File: src/rtl/amt_recovery_ctrl.sv
// Architectural-state recovery sequencer: walks the AMT four entries per cycle
// and replays the {logical,physical} pairs onto the RMT write ports.
module amt_recovery_ctrl #(
    parameter int SIZE_RMT          = 32,
    parameter int SIZE_RMT_LOG      = 5,
    parameter int SIZE_PHYSICAL_LOG = 7
) (
    input  logic                                  clk,
    input  logic                                  reset,
    input  logic                                  recoverReq_i,
    input  logic                                  commitValid_i,
    output logic                                  amtRdEn_o,
    output logic [SIZE_RMT_LOG-1:0]               amtRdAddr0_o,
    output logic [SIZE_RMT_LOG-1:0]               amtRdAddr1_o,
    output logic [SIZE_RMT_LOG-1:0]               amtRdAddr2_o,
    output logic [SIZE_RMT_LOG-1:0]               amtRdAddr3_o,
    input  logic [SIZE_PHYSICAL_LOG-1:0]          amtRdData0_i,
    input  logic [SIZE_PHYSICAL_LOG-1:0]          amtRdData1_i,
    input  logic [SIZE_PHYSICAL_LOG-1:0]          amtRdData2_i,
    input  logic [SIZE_PHYSICAL_LOG-1:0]          amtRdData3_i,
    output logic                                  rmtWe_o,
    output logic [SIZE_RMT_LOG+SIZE_PHYSICAL_LOG-1:0] recoverPacket0_o,
    output logic [SIZE_RMT_LOG+SIZE_PHYSICAL_LOG-1:0] recoverPacket1_o,
    output logic [SIZE_RMT_LOG+SIZE_PHYSICAL_LOG-1:0] recoverPacket2_o,
    output logic [SIZE_RMT_LOG+SIZE_PHYSICAL_LOG-1:0] recoverPacket3_o,
    output logic                                  busy_o,
    output logic                                  recoverDone_o,
    output logic                                  protocolErr_o
);

    localparam int PKT_W = SIZE_RMT_LOG + SIZE_PHYSICAL_LOG;
    localparam logic [SIZE_RMT_LOG-1:0] LAST_CNT = SIZE_RMT_LOG'(SIZE_RMT - 4);

    typedef enum logic [1:0] {IDLE, WALK, LAST} state_e;

    state_e                         state_q, state_d;
    logic [SIZE_RMT_LOG-1:0]        cnt_q, cnt_d;
    logic                           rmt_we_q, rmt_we_d;
    logic                           busy_q, busy_d;
    logic                           err_q, err_d;
    logic [PKT_W-1:0]               pkt_q [4];
    logic [PKT_W-1:0]               pkt_d [4];
    logic [SIZE_PHYSICAL_LOG-1:0]   rd_data [4];
    logic [SIZE_RMT_LOG-1:0]        rd_addr [4];
    logic                           rd_en;
    logic                           done;

    assign rd_data[0] = amtRdData0_i;
    assign rd_data[1] = amtRdData1_i;
    assign rd_data[2] = amtRdData2_i;
    assign rd_data[3] = amtRdData3_i;

    always_comb begin
        state_d  = state_q;
        cnt_d    = cnt_q;
        rmt_we_d = 1'b0;
        rd_en    = 1'b0;
        done     = 1'b0;
        for (int k = 0; k < 4; k++) begin
            pkt_d[k]   = pkt_q[k];
            rd_addr[k] = '0;
        end

        case (state_q)
            IDLE: begin
                if (recoverReq_i) begin
                    state_d = WALK;
                    cnt_d   = '0;
                end
            end
            WALK: begin
                // The group read this cycle is always written, even when a restart follows.
                rd_en    = 1'b1;
                rmt_we_d = 1'b1;
                for (int k = 0; k < 4; k++) begin
                    rd_addr[k] = cnt_q + SIZE_RMT_LOG'(k);
                    pkt_d[k]   = {rd_addr[k], rd_data[k]};
                end
                if (recoverReq_i) begin
                    cnt_d = '0;
                end else if (cnt_q == LAST_CNT) begin
                    state_d = LAST;
                    cnt_d   = '0;
                end else begin
                    cnt_d = cnt_q + SIZE_RMT_LOG'(4);
                end
            end
            LAST: begin
                if (recoverReq_i) begin
                    state_d = WALK;
                    cnt_d   = '0;
                end else begin
                    state_d = IDLE;
                    done    = 1'b1;
                end
            end
            default: begin
                state_d = IDLE;
                cnt_d   = '0;
            end
        endcase

        busy_d = (state_d != IDLE);
        err_d  = err_q | (commitValid_i & busy_q);
    end

    // Packets are cleared too so that every output reads zero while in reset.
    always_ff @(posedge clk or negedge reset) begin
        if (!reset) begin
            state_q  <= IDLE;
            cnt_q    <= '0;
            rmt_we_q <= 1'b0;
            busy_q   <= 1'b0;
            err_q    <= 1'b0;
            for (int k = 0; k < 4; k++) pkt_q[k] <= '0;
        end else begin
            state_q  <= state_d;
            cnt_q    <= cnt_d;
            rmt_we_q <= rmt_we_d;
            busy_q   <= busy_d;
            err_q    <= err_d;
            for (int k = 0; k < 4; k++) pkt_q[k] <= pkt_d[k];
        end
    end

    assign amtRdEn_o        = rd_en;
    assign amtRdAddr0_o     = rd_addr[0];
    assign amtRdAddr1_o     = rd_addr[1];
    assign amtRdAddr2_o     = rd_addr[2];
    assign amtRdAddr3_o     = rd_addr[3];
    assign rmtWe_o          = rmt_we_q;
    assign recoverPacket0_o = pkt_q[0];
    assign recoverPacket1_o = pkt_q[1];
    assign recoverPacket2_o = pkt_q[2];
    assign recoverPacket3_o = pkt_q[3];
    assign busy_o           = busy_q;
    assign recoverDone_o    = done;
    assign protocolErr_o    = err_q;

endmodule

File: config.mk
export PLATFORM = sky130hd
export DESIGN_NAME = amt_recovery_ctrl
export DESIGN_NICKNAME = d
export VERILOG_FILES = /design/src/rtl/amt_recovery_ctrl.sv
export SDC_FILE = /design/constraint.sdc
export NUM_CORES = 1
export LEC_CHECK = 0
export ABC_AREA = 1
export BUFFER_PORTS_ARGS = -buffer_cell sky130_fd_sc_hd__buf_4
export CORE_AREA = 4 4 79 81
export DETAILED_ROUTE_END_ITERATION = 8
export DIE_AREA = 0 0 83 85
export HOLD_SLACK_MARGIN = 0.03
export PLACE_DENSITY = 0.6
export SYNTH_ARGS = -nofsm -noshare
export SYNTH_HDL_FRONTEND = slang
export SYNTH_SLANG_ARGS = --single-unit
export TNS_END_PERCENT = 10
File: constraint.sdc
create_clock -name clk -period 2.7 [get_ports clk]
set_input_delay 0.135 -clock clk [delete_from_list [all_inputs] [get_ports clk]]
set_output_delay 0.135 -clock clk [all_outputs]
set_load 0.05 [all_outputs]
==> metrics.yaml <==
hpwl_mm: 3.14
seq_area_sq_um: 1050
antenna_found_initial: 0
synth_compound_area_frac: 0.0120
synthSimpleGateAreaFrac: 0.244
cap_violations: 0
ys_types: 19
layout_min_cycle_time_ps: 1890
cts_tree: "built"
numCtsBuffers: 5
startpoint_type: "register"
clockRootBuffer: "clkbuf_8"
place_congestion: 0.752
ios: 105
drv_slew: 0
clock_latency_ps: 280
yosysTopAreaCell: "dfrtp_1"
fmax_mhz: 530
synth.mux.area_fraction: 0
initial_core_util: 0.342
outcome: "finished clean"
clockBufferDepth: 2
port_buffers: 96
row_count: 27
cts_resized: 0
final_net_count: 327
yosysSeqAreaShare: 0.561
hold_path.class: "primary input to register"
h-tree-depth: 2
tightest_slew_ps: 519
synth_top_family_by_area: "simple AND/OR/NAND/NOR gates"
synthCells: 210
diodes: 0
cp_max_fo: 21
synth_top_area_share: 0.561
post_synth_fa_ha_maj_area_fraction: 0.0134
synth-xor-area-share: 0
dieHeight_microns: 85
ys_ff_latch: 42
overflow: 0
path_clk_slew_ps: 70
crit_path_max_incr_delay_ps: 420
drtIter0Drc: 45
routed_via_density: 4.09
grt_pass1_wl_mm: 7.24
post-route-cell-area_sq_um: 2620
core_area_sq_um: 5470
area_growth_pct: 39.6
rsz0062_at_grt: "no"
tns_ps: 0
drive_above_1_share: 0.374
postCtsSetupRepairBufs: 0
vias: 1498
mostFrequentLayoutCells: "nand2_1, buf_4, dfrtp_1"
die-area_sq_um: 7060
fill_cells: 554
wl_mm: 4.29
timing.slew.headroom: 0.654
hold_viol_final: 0
crit_chain: "inv_2 -> nor2_4 -> nand2_1 -> inv_1 -> buf_4"
detail-route-antenna-nets: 0
cts_sinks: 42
synth_warnings: 0
fin_util: 0.478
dr.pass1.iters: 4
postSynthAreaPerCell_sq_um: 8.93
post_drt_wl_per_cell_microns: 11.7
grt_pass1_vias: 1555
arrival_ps: 1750
finalSetupViolations: 0
cp.required_ps: 2570
drcViolationCount: 0
synth_top_cells_by_area: "dfrtp_1, nand2_1, buf_4, buf_6, inv_1"
multi_input_area_sq_um: 536
die_x_microns: 83
grt_max_degree: 43
grtUsageTotal: 0.126
layout_commonest_cell: "nand2_1"
critPathKind: "register to output pin"
syn_area_sq_um: 1870
end_kind: "output pin"
finClkSkew_ps: 3.71
post-route-period-util: 0.699
placed_area_sq_um: 2450
slowest_stage: "dfrtp_1"
-- layout make-up --
type                       count  area share
multi-input combinational    130       0.205
inverter                      10      0.0143
tap                           72      0.0344
clock inverter                 1      0.0115
sequential                    42       0.402
clock buffer                   7      0.0292
timing repair buffer         104       0.304
-- synthesized netlist by cell type (all sizes together) --
cell type / number
ha: 2
nand3: 2
nand2: 104
inv: 10
a21o: 1
o21ai: 2
buf: 35
a21oi: 1
dfrtp: 42
nor2: 7
or2: 1
nor3: 2
conb: 1
-- final timing paths --
path	cells past startpoint	to	from	slack [ps]
worst max-delay path	5	amtRdAddr2_o[3]	state_q[0]	810
worst min-delay path	3	recoverPacket1_o[1]	amtRdData1_i[1]	40
worst max register to register	5	recoverPacket1_o[0]	state_q[0]	1310
worst min register to register	1	protocolErr_o	protocolErr_o	460
max in group asynchronous	2	recoverPacket3_o[5]	reset	1980
min in group asynchronous	2	recoverPacket0_o[4]	reset	370
-- state kept, by name (all words and copies together) (netlist names) --
| signal | cells |
|---|---|
| recoverPacket2_o | 9 |
| state_q | 2 |
| recoverPacket0_o | 8 |
| recoverPacket3_o | 9 |
| busy_o | 1 |
| rmtWe_o | 1 |
| protocolErr_o | 1 |
| recoverPacket1_o | 8 |
| cnt_q | 3 |
-- kinds of logic (layout without fill, tap and decap cells) --
logic type	Yosys count	in the layout
DFF	42	42
and+or+nand+nor	116	116
adders and majority gates	2	2
AOI/OAI and AO/OA	4	4
buffers and inverters	45	122
other	1	8
-- per-stage QoR --
step	std cells	hold WS (ps)	setup WS (ps)
final	366	38.4	813
after floorplan	217	-161	786
after global routing	366	32.5	617
after detailed placement	352	155	1100
after CTS	365	30.5	778
after global placement	352	158	1150
-- worst max-delay path, delay by kind of cell (launching register included) --
kind | cells | cell delay (ps)
and+or+nand+nor | 2 | 610
DFF | 1 | 420
buffers and inverters | 3 | 440
-- metal layers --
layer | global-route usage | routed length, microns
met3 | 0.0485 | 415
met1 | 0.148 | 1740
met2 | 0.213 | 2090
met5 | 0 | 0
met4 | 0.0416 | 51
-- repair_timing --
action | in CTS | in global routing
hold buffers | 5 | 1
setup endpoints to repair | 0 | 0
endpoints found under the hold margin | 46 | 1
Power is left out: the tool's default activity adds up to more than one toggle a clock period on the data nets, which glitch-free logic cannot reach.
